--- src/rtl/alsu_cmd_seq.sv ---
// alsu_cmd_seq: command FIFO and repeat sequencer that drives registered ALSU fields.
// Optional build macro ALSU_SEQ_ILLEGAL_FILTER_EN drops opcodes 110/111 and counts them in err_cnt.
`default_nettype none

module alsu_cmd_seq #(
    parameter int DEPTH = 4
) (
    input  logic                     clk,
    input  logic                     rst,
    input  logic                     cmd_vld,
    output logic                     cmd_rdy,
    input  logic [15:0]              cmd,
    input  logic [2:0]               cmd_rep,
    output logic [2:0]               A_o,
    output logic [2:0]               B_o,
    output logic [2:0]               opcode_o,
    output logic                     cin_o,
    output logic                     serial_in_o,
    output logic                     direction_o,
    output logic                     red_op_A_o,
    output logic                     red_op_B_o,
    output logic                     bypass_A_o,
    output logic                     bypass_B_o,
    output logic                     issue_vld,
    output logic [$clog2(DEPTH):0]   level,
    output logic [7:0]               err_cnt
);

    localparam int PTR_W = $clog2(DEPTH);
    localparam int LVL_W = PTR_W + 1;

    typedef enum logic {
        IDLE  = 1'b0,
        ISSUE = 1'b1
    } state_t;

    logic [15:0]      cmd_mem [DEPTH];
    logic [2:0]       rep_mem [DEPTH];
    logic [PTR_W-1:0] wr_ptr;
    logic [PTR_W-1:0] rd_ptr;
    logic [LVL_W-1:0] level_q;
    logic             rdy_en;

    state_t           state, state_nxt;
    logic [2:0]       rem, rem_nxt;
    logic [15:0]      out_q, out_nxt;
    logic             vld_q, vld_nxt;

    logic             push;
    logic             store;
    logic             pop;
    logic             illegal;
    logic             fifo_ne;

    // rdy_en keeps cmd_rdy low throughout reset and for the edge that releases it.
    assign cmd_rdy = rdy_en && (level_q != LVL_W'(DEPTH));
    assign push    = cmd_vld && cmd_rdy;
    assign fifo_ne = (level_q != '0);
    assign level   = level_q;

`ifdef ALSU_SEQ_ILLEGAL_FILTER_EN
    assign illegal = (cmd[9:8] == 2'b11);
`else
    assign illegal = 1'b0;
`endif

    assign store = push && !illegal;

    always_ff @(posedge clk) begin
        if (store) begin
            cmd_mem[wr_ptr] <= cmd;
            rep_mem[wr_ptr] <= cmd_rep;
        end
    end

    always_ff @(posedge clk or negedge rst) begin
        if (!rst) begin
            wr_ptr  <= '0;
            rd_ptr  <= '0;
            level_q <= '0;
            rdy_en  <= 1'b0;
        end else begin
            rdy_en  <= 1'b1;
            level_q <= level_q + LVL_W'(store) - LVL_W'(pop);
            if (store)
                wr_ptr <= wr_ptr + PTR_W'(1);
            if (pop)
                rd_ptr <= rd_ptr + PTR_W'(1);
        end
    end

    always_ff @(posedge clk or negedge rst) begin
        if (!rst) begin
            state <= IDLE;
            rem   <= '0;
            out_q <= '0;
            vld_q <= 1'b0;
        end else begin
            state <= state_nxt;
            rem   <= rem_nxt;
            out_q <= out_nxt;
            vld_q <= vld_nxt;
        end
    end

    always_comb begin
        state_nxt = state;
        rem_nxt   = rem;
        out_nxt   = out_q;
        vld_nxt   = vld_q;
        pop       = 1'b0;
        case (state)
            IDLE: begin
                if (fifo_ne) begin
                    pop       = 1'b1;
                    state_nxt = ISSUE;
                    out_nxt   = cmd_mem[rd_ptr];
                    rem_nxt   = rep_mem[rd_ptr];
                    vld_nxt   = 1'b1;
                end
            end
            ISSUE: begin
                if (rem != 3'd0) begin
                    rem_nxt = rem - 3'd1;
                end else if (fifo_ne) begin
                    // Back-to-back: load the next head on the same edge the last repeat ends.
                    pop     = 1'b1;
                    out_nxt = cmd_mem[rd_ptr];
                    rem_nxt = rep_mem[rd_ptr];
                    vld_nxt = 1'b1;
                end else begin
                    state_nxt = IDLE;
                    out_nxt   = '0;
                    vld_nxt   = 1'b0;
                end
            end
            default: begin
                state_nxt = IDLE;
                rem_nxt   = '0;
                out_nxt   = '0;
                vld_nxt   = 1'b0;
            end
        endcase
    end

    assign {A_o, B_o, opcode_o, cin_o, serial_in_o, direction_o,
            red_op_A_o, red_op_B_o, bypass_A_o, bypass_B_o} = out_q;
    assign issue_vld = vld_q;

`ifdef ALSU_SEQ_ILLEGAL_FILTER_EN
    always_ff @(posedge clk or negedge rst) begin
        if (!rst)
            err_cnt <= '0;
        else if (push && illegal && (err_cnt != 8'hFF))
            err_cnt <= err_cnt + 8'd1;
    end
`else
    assign err_cnt = '0;
`endif

endmodule

`default_nettype wire

--- config.mk ---
export PLATFORM = sky130hd
export DESIGN_NAME = alsu_cmd_seq
export DESIGN_NICKNAME = d
export VERILOG_FILES = /design/src/rtl/alsu_cmd_seq.sv
export SDC_FILE = /design/constraint.sdc
export NUM_CORES = 1
export LEC_CHECK = 0
export BUFFER_PORTS_ARGS = -buffer_cell sky130_fd_sc_hd__buf_2
export CAP_MARGIN = 25
export CORE_UTILIZATION = 49
export DETAILED_ROUTE_END_ITERATION = 8
export PLACE_DENSITY = 0.69
export REMOVE_ABC_BUFFERS = 1
export SYNTH_ARGS = -nofsm -noshare
export SYNTH_HDL_FRONTEND = slang
export SYNTH_SLANG_ARGS = --single-unit
--- constraint.sdc ---
create_clock -name clk -period 6.5 [get_ports clk]
set_clock_uncertainty 0.1 [all_clocks]
set_input_delay 0.325 -clock clk [delete_from_list [all_inputs] [get_ports clk]]
set_output_delay 0.325 -clock clk [all_outputs]
set_load 0.02 [all_outputs]
==> results of run 1 <==
per-layer routing:
layer	wire length [um]	up-vias	part of all wire, %	track usage, %
li1	-	900	-	-
met1	2770	1000	42	20.7
met2	3390	43	52	27.8
met3	289	7	4.4	5.58
met4	68	0	1.0	4.23
met5	0	-	0	0
synthesized netlist by cell type (2+ instances only):
| library cell | count |
|---|---|
| sky130_fd_sc_hd__a21oi_1 | 2 |
| sky130_fd_sc_hd__a22o_2 | 15 |
| sky130_fd_sc_hd__and2_1 | 4 |
| sky130_fd_sc_hd__buf_2 | 2 |
| sky130_fd_sc_hd__buf_4 | 9 |
| sky130_fd_sc_hd__buf_6 | 2 |
| sky130_fd_sc_hd__clkbuf_1 | 3 |
| sky130_fd_sc_hd__conb_1 | 2 |
| sky130_fd_sc_hd__dfrtp_1 | 29 |
| sky130_fd_sc_hd__edfxtp_1 | 76 |
| sky130_fd_sc_hd__ha_1 | 8 |
| sky130_fd_sc_hd__inv_1 | 11 |
| sky130_fd_sc_hd__mux2i_1 | 2 |
| sky130_fd_sc_hd__mux4_2 | 19 |
| sky130_fd_sc_hd__nand3_1 | 2 |
| sky130_fd_sc_hd__nor2b_1 | 2 |
| sky130_fd_sc_hd__nor3_1 | 2 |
| sky130_fd_sc_hd__o211ai_1 | 2 |
| sky130_fd_sc_hd__xnor2_1 | 4 |
layout by cell type (no fill, tap or decap), types with 4 or more instances in the layout:
| master | synthesis | routed |
|---|---|---|
| sky130_fd_sc_hd__a22o_2 | 15 | 15 |
| sky130_fd_sc_hd__and2_1 | 4 | 4 |
| sky130_fd_sc_hd__buf_2 | 2 | 42 |
| sky130_fd_sc_hd__clkbuf_8 | 0 | 9 |
| sky130_fd_sc_hd__conb_1 | 2 | 9 |
| sky130_fd_sc_hd__dfrtp_1 | 29 | 29 |
| sky130_fd_sc_hd__edfxtp_1 | 76 | 76 |
| sky130_fd_sc_hd__ha_1 | 8 | 8 |
| sky130_fd_sc_hd__inv_1 | 11 | 11 |
| sky130_fd_sc_hd__mux4_2 | 19 | 19 |
| sky130_fd_sc_hd__xnor2_1 | 4 | 4 |
final timing paths:
check / start / end / slack (ps) / cells past startpoint
max: level[1] / level[2] / 4150 / 9
max reg2reg: level[1] / level[2] / 4150 / 9
min in group asynchronous: rst / out_q[5] / 440 / 2
min: cmd[4] / cmd_mem[2][4] / 80 / 1
min reg2reg: issue_vld / issue_vld / 390 / 1
max in group asynchronous: rst / rd_ptr[0] / 5400 / 2
through the flow:
stage / setup slack, ps / cell area [um^2] / hold slack (ps) / instances
final: 4150 / 4660 / 78.2 / 370
after global routing: 4000 / 4660 / 51.1 / 370
after CTS: 3340 / 4570 / 58.1 / 366
after detailed placement: 3350 / 4390 / 319 / 349
after global placement: 3440 / 4390 / 316 / 349
after floorplan: 3510 / 4040 / -70.6 / 201
logic make-up after synthesis:
logic type / count (synthesis) / synth area share (%)
other: 2 / 0.182
adder cells (fa/ha/maj): 9 / 2.91
flip-flops: 105 / 72.9
multiplexers: 23 / 11.7
AO/OA/AOI/OAI: 25 / 5.55
buffers and inverters: 27 / 3.70
AND/OR/NAND/NOR: 14 / 1.97
XOR/XNOR: 5 / 1.06
sequential cells by signal, summed over array words and instances (netlist names), 2 cells and up:
signal   count
rem          3
rd_ptr       2
wr_ptr       2
cmd_mem     64
level        3
out_q       16
rep_mem     12
worst max-delay path, delay by kind of cell, from the launching register on:
family                   cells  cell delay [ps]
adder cells (fa/ha/maj)      3              720
AO/OA/AOI/OAI                1              490
flip-flops                   1              480
XOR/XNOR                     2              270
buffers and inverters        3              180
cell type report:
| cell class | instances | area (um^2) |
|---|---|---|
| timing repair buffer | 48 | 313 |
| tap | 105 | 131 |
| sequential | 105 | 3010 |
| fill | 624 | 3520 |
| clock inverter | 6 | 41.3 |
| multi-input combinational | 85 | 993 |
| clock buffer | 10 | 128 |
| inverter | 11 | 41.3 |
power groups by stage:
stage / Sequential (uW) / Clock [uW] / Combinational (uW)
2_1_floorplan: 1050 / 0 / 395
3_3_place_gp: 985 / 0 / 645
3_5_place_dp: 989 / 0 / 662
4_1_cts: 976 / 367 / 662
5_1_grt: 990 / 394 / 740
6_report: 972 / 358 / 674
==> metrics.md, run 1 <==
| Metric | Value |
|---|---|
| Final period utilization | 36.1% |
| Post-synth ARST share | 27.6% |
| P per Cell Area | 430 nW/um^2 |
| Detailed-route via count | 1950 |
| Series of cell instances along the critical path | o311a_2 -> inv_1 -> ha_1 -> inv_1 -> ha_1 -> inv_1 -> fa_1 -> xnor2_1 -> xnor2_1 |
| Routed WL | 6.52 mm |
| Critical path type | reg2reg |
| Row count | 33 |
| GRT overflow | 0 |
| Actual transition at the worst max-transition pin | 1000 ps |
| Cell occurring most often along the worst timing path | sky130_fd_sc_hd__inv_1 |
| Antenna violations before repair | 0 |
| Peak supply drop | 0.239 mV |
| Clock root buffer master | sky130_fd_sc_hd__clkbuf_8 |
| Detail Route Antenna Nets | 0 |
| Largest net degree at the start of global routing | 30 |
| Number of distinct library cell variants in the gate-level netlist after synthesis | 33 |
| Post-synth EDFFs | 76 |
| Core Region | 8180 um^2 |
| Gate count of the mapped netlist | 210 |
| Estimated wirelength of the detail-placed design | 3.91 mm |
| Design internal power | 1350 uW |
| Share of the synthesized area in the top cell type | 55.3% |
| Overall die area | 8790 um^2 |
| Final setup vio count | 0 |
| Type of the worst min-delay path | in2reg |
| Cell type contributing the most total cell area after synthesis | sky130_fd_sc_hd__edfxtp_1 |
| Number of pins with negative max-slew slack in the final report | 0 |
| Share of the yosys chip area belonging to registers | 72.9% |
| Final RePlAce weighted congestion | 0.717 |
| Mean number of vias per cell | 5.27 |
| P_leak | 0.00177 uW |
| Count of hold-fix buffers inserted at cts | 1 |
| CTS tree | built |
| Count of warnings emitted by yosys | 0 |
| Maximum operating frequency | 426 MHz |
| Max Buffers Root-to-Sink | 2 |
| Initial core utilization | 50.4% |
| Most used flip-flop cell after synthesis | sky130_fd_sc_hd__edfxtp_1 |
| Total Neg Setup Slack | 0 ps |
| Drt wl/cell | 17.6 um |
| Post-cts sizing count | 0 |
| Time the worst path needs with I/O delays and setup | 2350 ps |
| Global router's overall resource usage | 16.6% |
| Sequential group share of total power | 48.5% |
| Cts bufs inserted | 9 |
| Clk_lat worst skew | 360 ps |
| Top cells by area, synth | sky130_fd_sc_hd__edfxtp_1, sky130_fd_sc_hd__dfrtp_1, sky130_fd_sc_hd__mux4_2 |
| RSZ-0062 raised after global routing | no |
| Gate power share | 33.6% |
| Total number of nets in the final design | 291 |
| Share of layout cells above drive strength 1 | 37.7% |
| Clock sink count | 105 |
| First drt pass iteration count | 4 |
| Count of boundary I/O pins | 51 |
| Count of routing violations after the opening detailed-route iteration | 92 |
| Y dimension of the die | 93.7 um |
| Maximum Capacitance Violations | 0 |
| Count of buffers inserted at the top-level ports | 42 |
| Flop and latch count out of synthesis | 105 |
| Number of global-route vias before repair | 1960 |
| Die width | 93.7 um |
| Mean Syn Cell Area | 19.6 um^2 |
| Final antenna diode count | 0 |
| Startpoint class of the critical path | flip-flop |
| DRC violations left | 0 |
| Post-CTS repair timing setup buffer count | 0 |
| Number of hold-slack violations in the final timing report | 0 |
| Global-route wire length before repair | 10.2 mm |
| Net switching component of the power | 658 uW |
| Post-layout power | 2000 uW |
| Crit. End Element | flip-flop |
| Data required time of the critical path | 6650 ps |
| Share of total power in the clock network | 17.9% |
| Outcome | finished clean |
| Clock-pin transition on the worst setup and hold timing paths | 100 ps |
| Htree depth | 3 |
| Maximum fanout count along the critical path | 7 |
| Cell area after synthesis | 4120 um^2 |
| Critical path's slowest cell | sky130_fd_sc_hd__o311a_2 |
| CP max stage delay | 490 ps |
| Worst slew margin | 33.1% |
| Area overhead of the layout relative to synthesis | 12.9% |
| Finished Core Util | 56.9% |
| Critical Path AT | 2500 ps |
| Sw Share | 32.8% |
Note: power is estimated with default switching activity, not from simulation.
==> run 2, diff against run 1 <==
--- a/config.mk
+++ b/config.mk
@@ -9,7 +9,7 @@
 export CAP_MARGIN = 25
 export CORE_UTILIZATION = 49
 export DETAILED_ROUTE_END_ITERATION = 8
-export PLACE_DENSITY = 0.69
+export PLACE_DENSITY = 0.72
 export REMOVE_ABC_BUFFERS = 1
 export SYNTH_ARGS = -nofsm -noshare
 export SYNTH_HDL_FRONTEND = slang
==> constraint.sdc (replaced) <==
create_clock -name clk -period 1.95 [get_ports clk]
set_clock_uncertainty 0.1 [all_clocks]
set_input_delay 0.0975 -clock clk [delete_from_list [all_inputs] [get_ports clk]]
set_output_delay 0.0975 -clock clk [all_outputs]
set_load 0.02 [all_outputs]
==> run 2 against run 1 <==
Effect of this change: the flow now finishes with violations (negative setup slack); clock power rose to 3.9 times the previous value; sequential share of layout area fell by 7.0 points; final area rose by 12%; setup slack got worse by 4300 ps; hold slack improved by 79 ps; power rose to 3.8 times the previous value; sequential power rose to 3.2 times the previous value; highest routed layer unchanged.
==> metrics.md, run 2 (synthesis results as in run 1) <==
| Metric | Value |
|---|---|
| Htree depth | 3 |
| Count of buffers inserted at the top-level ports | 42 |
| Total Neg Setup Slack | -300 ps |
| Routed WL | 7.19 mm |
| Peak supply drop | 0.660 mV |
| RSZ-0062 raised after global routing | yes |
| Share of layout cells above drive strength 1 | 47.5% |
| Clock root buffer master | sky130_fd_sc_hd__clkbuf_8 |
| Violations in the final reports | negative setup slack |
| Most frequent cells in the layout | sky130_fd_sc_hd__edfxtp_1, sky130_fd_sc_hd__buf_2, sky130_fd_sc_hd__buf_4 |
| Y dimension of the die | 93.7 um |
| Worst reg2reg path startpoint | rem[0] |
| Sw Share | 31.4% |
| Maximum Capacitance Violations | 0 |
| Worst slew margin | 53.4% |
| Largest net degree at the start of global routing | 30 |
| Biggest registers after layout | cmd_mem (64), out_q (16), rep_mem (12) |
| Final setup margin | -179 ps |
| Largest register by flop count | cmd_mem |
| Critical Path AT | 2270 ps |
| Time the worst path needs with I/O delays and setup | 2130 ps |
| Final RePlAce weighted congestion | 0.722 |
| Final antenna diode count | 0 |
| P_leak | 0.00205 uW |
| Initial core utilization | 50.4% |
| Clk_lat worst skew | 350 ps |
| Gate power share | 41.5% |
| Maximum operating frequency | 470 MHz |
| Number of pins with negative max-slew slack in the final report | 0 |
| Detail Route Antenna Nets | 0 |
| Estimated wirelength of the detail-placed design | 4.37 mm |
| Sequential group share of total power | 40.3% |
| Cts bufs inserted | 9 |
| Startpoint class of the critical path | flip-flop |
| Critical path's slowest cell | sky130_fd_sc_hd__dfrtp_1 |
| Multi-input combinational cell area | 1090 um^2 |
| Number of hold-slack violations in the final timing report | 0 |
| Count of routing violations after the opening detailed-route iteration | 84 |
| Die width | 93.7 um |
| Antenna violations before repair | 0 |
| Clock-pin transition on the worst setup and hold timing paths | 90 ps |
| Critical path type | reg2reg |
| Post-layout power | 7700 uW |
| Critical Path Start | rem[0] |
| Actual transition at the worst max-transition pin | 698 ps |
| Placed cell count | 374 |
| Number of flip-flops under the largest register name | 64 |
| Kind of cell adding the most delay to the critical path | adder cells |
| CP max stage delay | 400 ps |
| First drt pass iteration count | 4 |
| Number of global-route vias before repair | 2196 |
| Clock sink count | 105 |
| Post-route insts no fill | 421 |
| Data required time of the critical path | 2090 ps |
| Core Region | 8180 um^2 |
| Maximum fanout count along the critical path | 2 |
| Count of fill cells added during filler insertion | 573 |
| Final setup vio count | 2 |
| Global router's overall resource usage | 17.3% |
| Count of boundary I/O pins | 51 |
| DRC violations left | 0 |
| P per Cell Area | 1470 nW/um^2 |
| Most common cell after layout, fill and taps aside | sky130_fd_sc_hd__edfxtp_1 |
| Worst Hold Launch | cmd_vld |
| Series of cell instances along the critical path | inv_2 -> ha_4 -> nand2b_4 -> a21oi_4 -> ha_4 -> inv_2 -> ha_4 -> inv_2 -> fa_2 -> xnor2_2 -> xnor2_1 |
| Share of total power in the clock network | 18.2% |
| Overall die area | 8790 um^2 |
| Crit. End Element | flip-flop |
| Design internal power | 5280 uW |
| Drt wl/cell | 17.1 um |
| Global-route wire length before repair | 10.9 mm |
| Sequential cell area in the final layout | 3010 um^2 |
| Area overhead of the layout relative to synthesis | 26.7% |
| Max Buffers Root-to-Sink | 2 |
| Final period utilization | 109% |
| Detailed-route via count | 2152 |
| Outcome | complete, but fails checks |
| Total buffers and inverters traversed by the critical path | 3 |
| Net switching component of the power | 2420 uW |
| GRT overflow | 0 |
| Row count | 33 |
| CTS tree | built |
| Type of the worst min-delay path | in2reg |
| Total number of nets in the final design | 342 |
| Mean number of vias per cell | 5.11 |
[run 2: worst register-to-register path, cell delays in order, from the launching register on]
cell and delay (ps):
sky130_fd_sc_hd__dfrtp_1 400, sky130_fd_sc_hd__inv_2 90, sky130_fd_sc_hd__ha_4 150, sky130_fd_sc_hd__nand2b_4 60, sky130_fd_sc_hd__a21oi_4 180, sky130_fd_sc_hd__ha_4 220
sky130_fd_sc_hd__inv_2 60, sky130_fd_sc_hd__ha_4 120, sky130_fd_sc_hd__inv_2 30, sky130_fd_sc_hd__fa_2 340, sky130_fd_sc_hd__xnor2_2 150, sky130_fd_sc_hd__xnor2_1 120
[run 2: timing repair]
action / 4_1_cts / 5_1_grt
endpoints found under the hold margin: 105 / 0
gates resized for setup: 10 / 19
buffers inserted: 7 / 5
hold buffers: 20 / 0
setup endpoints to repair: 2 / 18
cloned: 0 / 1
pin swaps: 6 / 6
[run 2: area by class of cell]
class | count | area share [%]
Timing Repair Buffer | 99 | 14.2
Multi-Input combinational cell | 85 | 20.9
Inverter | 11 | 0.790
Sequential cell | 105 | 57.6
Tap cell | 105 | 2.51
Clock buffer | 9 | 2.37
Clock inverter | 7 | 1.63
[run 2: path summary, 6_finish.rpt]
path / to / slack [ps] / depth (start not counted)
worst max register to register: level[2] / -180 / 11
min in group asynchronous: out_q[9] / 230 / 2
worst min register to register: issue_vld / 390 / 1
max in group asynchronous: level[0] / 1020 / 2
worst max-delay path: level[2] / -180 / 11
worst min-delay path: wr_ptr[0] / 160 / 4
[run 2: routing by layer]
layer	vias to the layer above	global-route usage, %	wire length, um
li1	1002	-	-
met1	1103	21.5	3150
met2	41	29.9	3730
met3	6	4.05	240
met4	0	5.77	68
met5	-	0	0
[run 2: through the flow]
| step | util (%) | setup WS (ps) | hold slack [ps] | area [um^2] |
|---|---|---|---|---|
| after global routing | 63.9 | -238 | 163 | 5220 |
| final | 63.9 | -179 | 158 | 5220 |
| after CTS | 62.4 | -227 | 131 | 5100 |
| after detailed placement | 56.2 | -307 | 91.3 | 4590 |
| after floorplan | - | -1040 | -298 | 4040 |
| after global placement | 56.2 | -224 | 75.8 | 4590 |
[run 2: power by group through the flow]
stage	combinational [uW]	sequential, uW	clock [uW]
after floorplan	1320	3500	0
after global placement	2610	3110	0
after detailed placement	2680	3130	0
after CTS	2930	3080	1420
after global routing	3450	3150	1490
final	3190	3100	1400
==> run 3, diff against run 2 <==
--- a/config.mk
+++ b/config.mk
@@ -5,11 +5,12 @@
 export SDC_FILE = /design/constraint.sdc
 export NUM_CORES = 1
 export LEC_CHECK = 0
+export ABC_AREA = 1
 export BUFFER_PORTS_ARGS = -buffer_cell sky130_fd_sc_hd__buf_2
 export CAP_MARGIN = 25
 export CORE_UTILIZATION = 49
 export DETAILED_ROUTE_END_ITERATION = 8
-export PLACE_DENSITY = 0.72
+export PLACE_DENSITY = 0.71
 export REMOVE_ABC_BUFFERS = 1
 export SYNTH_ARGS = -nofsm -noshare
 export SYNTH_HDL_FRONTEND = slang
==> run 3 against run 2 <==
Effect of this change: the flow still finishes with violations (negative setup slack); via count grew 42%; area after synthesis increased by 8.3%; register-to-register slack gained 50 ps; critical path depth up 2; maximum frequency rose by 2.3%; final cell count is 52% higher; synthesized cell count is 100% higher; hold slack better by 68 ps; first-iteration DRC count is 70% higher.
==> metrics.md, run 3 <==
| Metric | Value |
|---|---|
| Flop and latch count out of synthesis | 105 |
| Gate power share | 45.0% |
| Synth Area in Simple Gates | 19.3% |
| Violations in the final reports | negative setup slack |
| P per Cell Area | 1420 nW/um^2 |
| Final period utilization | 107% |
| Maximum Capacitance Violations | 0 |
| Multi-input combinational cell area | 1240 um^2 |
| Detail Route Antenna Nets | 0 |
| Critical path type | reg2reg |
| Final RePlAce weighted congestion | 0.742 |
| Number of hold-slack violations in the final timing report | 0 |
| Series of cell instances along the critical path | inv_2 -> ha_4 -> nand2_2 -> nand2_2 -> nand2_2 -> inv_2 -> ha_4 -> inv_4 -> ha_4 -> inv_2 -> fa_2 -> xnor2_2 -> xor2_1 |
| Max Buffers Root-to-Sink | 2 |
| Final setup vio count | 2 |
| Cell type contributing the most total cell area after synthesis | sky130_fd_sc_hd__edfxtp_1 |
| Compound-cell area share of the yosys netlist | 2.44% |
| Top cells by area, synth | sky130_fd_sc_hd__edfxtp_1, sky130_fd_sc_hd__dfrtp_1, sky130_fd_sc_hd__nand2_1 |
| Clock-pin transition on the worst setup and hold timing paths | 100 ps |
| Share of layout cells above drive strength 1 | 22.6% |
| Actual transition at the worst max-transition pin | 753 ps |
| Worst slew margin | 49.8% |
| Placement Cell Area | 4920 um^2 |
| Post-synth EDFFs | 76 |
| Sw Share | 39.1% |
| Xor/xnor cell area share of the yosys netlist | 0.980% |
| DRC violations left | 0 |
| Largest register by flop count | cmd_mem |
| Area overhead of the layout relative to synthesis | 23.7% |
| Post-synth ARST share | 27.6% |
| Gate count of the mapped netlist | 427 |
| Mean Syn Cell Area | 10.5 um^2 |
| Post-layout power | 7840 uW |
| Combinational family with the most area after synthesis | simple AND/OR/NAND/NOR gates |
| Data required time of the critical path | 2150 ps |
| Count of warnings emitted by yosys | 0 |
| Overall die area | 9500 um^2 |
| Initial core utilization | 51.0% |
| Routed WL | 9.03 mm |
| Share of total power in the clock network | 15.9% |
| Number of flip-flops under the largest register name | 64 |
| Share of cell area taken by muxes after synthesis | 0% |
| Share of the yosys chip area belonging to registers | 67.3% |
| Most frequent cells in the layout | sky130_fd_sc_hd__nand2_1, sky130_fd_sc_hd__edfxtp_1, sky130_fd_sc_hd__buf_2 |
| Most common cell after layout, fill and taps aside | sky130_fd_sc_hd__nand2_1 |
| Drt wl/cell | 14.1 um |
| Sequential cell area in the final layout | 3010 um^2 |
| Share of the synthesized area in the top cell type | 51.1% |
| Sequential group share of total power | 39.1% |
| Design internal power | 4780 uW |
| Global-route wire length before repair | 15.0 mm |
| Antenna violations before repair | 0 |
| Commonest cells in the netlist | sky130_fd_sc_hd__nand2_1, sky130_fd_sc_hd__edfxtp_1, sky130_fd_sc_hd__inv_1 |
| Net switching component of the power | 3070 uW |
| Number of distinct library cell variants in the gate-level netlist after synthesis | 24 |
| Count of boundary I/O pins | 51 |
| Most used flip-flop cell after synthesis | sky130_fd_sc_hd__edfxtp_1 |
| Clk_lat worst skew | 370 ps |
| Time the worst path needs with I/O delays and setup | 2080 ps |
| Die width | 97.5 um |
| Maximum operating frequency | 481 MHz |
| Critical Path AT | 2280 ps |
| CP max stage delay | 400 ps |
| Cell area after synthesis | 4470 um^2 |
| Largest net degree at the start of global routing | 30 |
| CTS tree | built |
| Critical path's slowest cell | sky130_fd_sc_hd__dfrtp_1 |
| Core Region | 8760 um^2 |
| Clock sink count | 105 |
| P_leak | 0.00255 uW |
| Crit. End Element | flip-flop |
| Maximum fanout count along the critical path | 2 |
| Total number of nets in the final design | 557 |
| Peak supply drop | 0.620 mV |
| Count of buffers inserted at the top-level ports | 42 |
| RSZ-0062 raised after global routing | yes |
| Number of pins with negative max-slew slack in the final report | 0 |
| Final setup margin | -131 ps |
| Y dimension of the die | 97.5 um |
| Final design area excluding fillers | 5530 um^2 |
| Estimated wirelength of the detail-placed design | 5.09 mm |
| Count of fill cells added during filler insertion | 687 |
| Startpoint class of the critical path | flip-flop |
| Row count | 34 |
| GRT overflow | 0 |
| Global router's overall resource usage | 20.7% |
| Final antenna diode count | 0 |
| Clock root buffer master | sky130_fd_sc_hd__clkbuf_8 |
| Adder-Cell Fraction of Synth Area | 2.69% |
| Mean number of vias per cell | 4.77 |
| Most used standard cell by instance count after synthesis | sky130_fd_sc_hd__nand2_1 |
| Type of the worst min-delay path | in2async |
| Number of global-route vias before repair | 2988 |
| First drt pass iteration count | 5 |
| Biggest registers after layout | cmd_mem (64), out_q (16), rep_mem (12) |
| Count of routing violations after the opening detailed-route iteration | 143 |
| Detailed-route via count | 3048 |
| Htree depth | 3 |
| Cts bufs inserted | 9 |
| Outcome | complete, but fails checks |
[run 3: layout make-up]
cell class | instances | share of cell area [%]
clock inverter | 6 | 0.928
sequential | 105 | 54.4
inverter | 44 | 3.03
multi-input combinational | 262 | 22.4
timing repair buffer | 104 | 14.4
clock buffer | 10 | 2.31
tap | 108 | 2.44
[run 3: kinds of logic after synthesis]
| logic type | count (synthesis) |
|---|---|
| flops | 105 |
| compound gates | 19 |
| fa+ha+maj | 9 |
| other cells | 2 |
| simple gates | 220 |
| buf+inv | 67 |
| xor+xnor | 5 |
[run 3: repair_timing]
action                     4_1_cts  5_1_grt
gates resized for setup         15        9
hold buffers                    21        0
hold endpoints to repair       106        0
pin swaps                        7       10
setup endpoints to repair        2        7
setup buffers                   19        5
[run 3: routing by layer]
metal | GRT usage [%] | routed length [um]
met5 | 0 | 0
met4 | 8.48 | 122
met2 | 33.5 | 4560
met3 | 3.88 | 519
met1 | 27.6 | 3830
[run 3: worst max-delay path, delay by kind of cell (launching register included)]
kind	cells	cell delay, ps
XOR/XNOR	2	330
adder cells (fa/ha/maj)	4	770
buffers and inverters	4	230
flip-flops	1	400
AND/OR/NAND/NOR	3	170
[run 3: power groups by stage]
stage          Combinational (uW)  Sequential, uW  Clock [uW]
3_3_place_gp                 2890            3090           0
4_1_cts                      3470            3070        1280
6_report                     3530            3070        1250
2_1_floorplan                1460            3490           0
3_5_place_dp                 3000            3110           0
5_1_grt                      3930            3120        1370
[run 3: through the flow]
step | std cells | hold WS, ps | setup TNS, ps | util, % | setup slack (ps)
2_1_floorplan | 411 | -298 | -23040 | - | -454
3_3_place_gp | 584 | 88.0 | -230 | 56.2 | -196
3_5_place_dp | 584 | 101 | -398 | 56.2 | -317
4_1_cts | 640 | 238 | -1100 | 62.9 | -232
5_1_grt | 639 | 291 | -302 | 63.1 | -186
6_report | 639 | 226 | -152 | 63.1 | -131
[run 3: final timing paths]
kind,from,to,slack [ps],cells past startpoint
worst max-delay path,rem[0],level[2],-130,13
worst min-delay path,rst,level[0],230,2
worst max register to register,rem[0],level[2],-130,13
worst min register to register,issue_vld,issue_vld,380,2
max in group asynchronous,rst,out_q[14],1040,2
min in group clk,cmd[9],cmd_mem[2][9],370,2
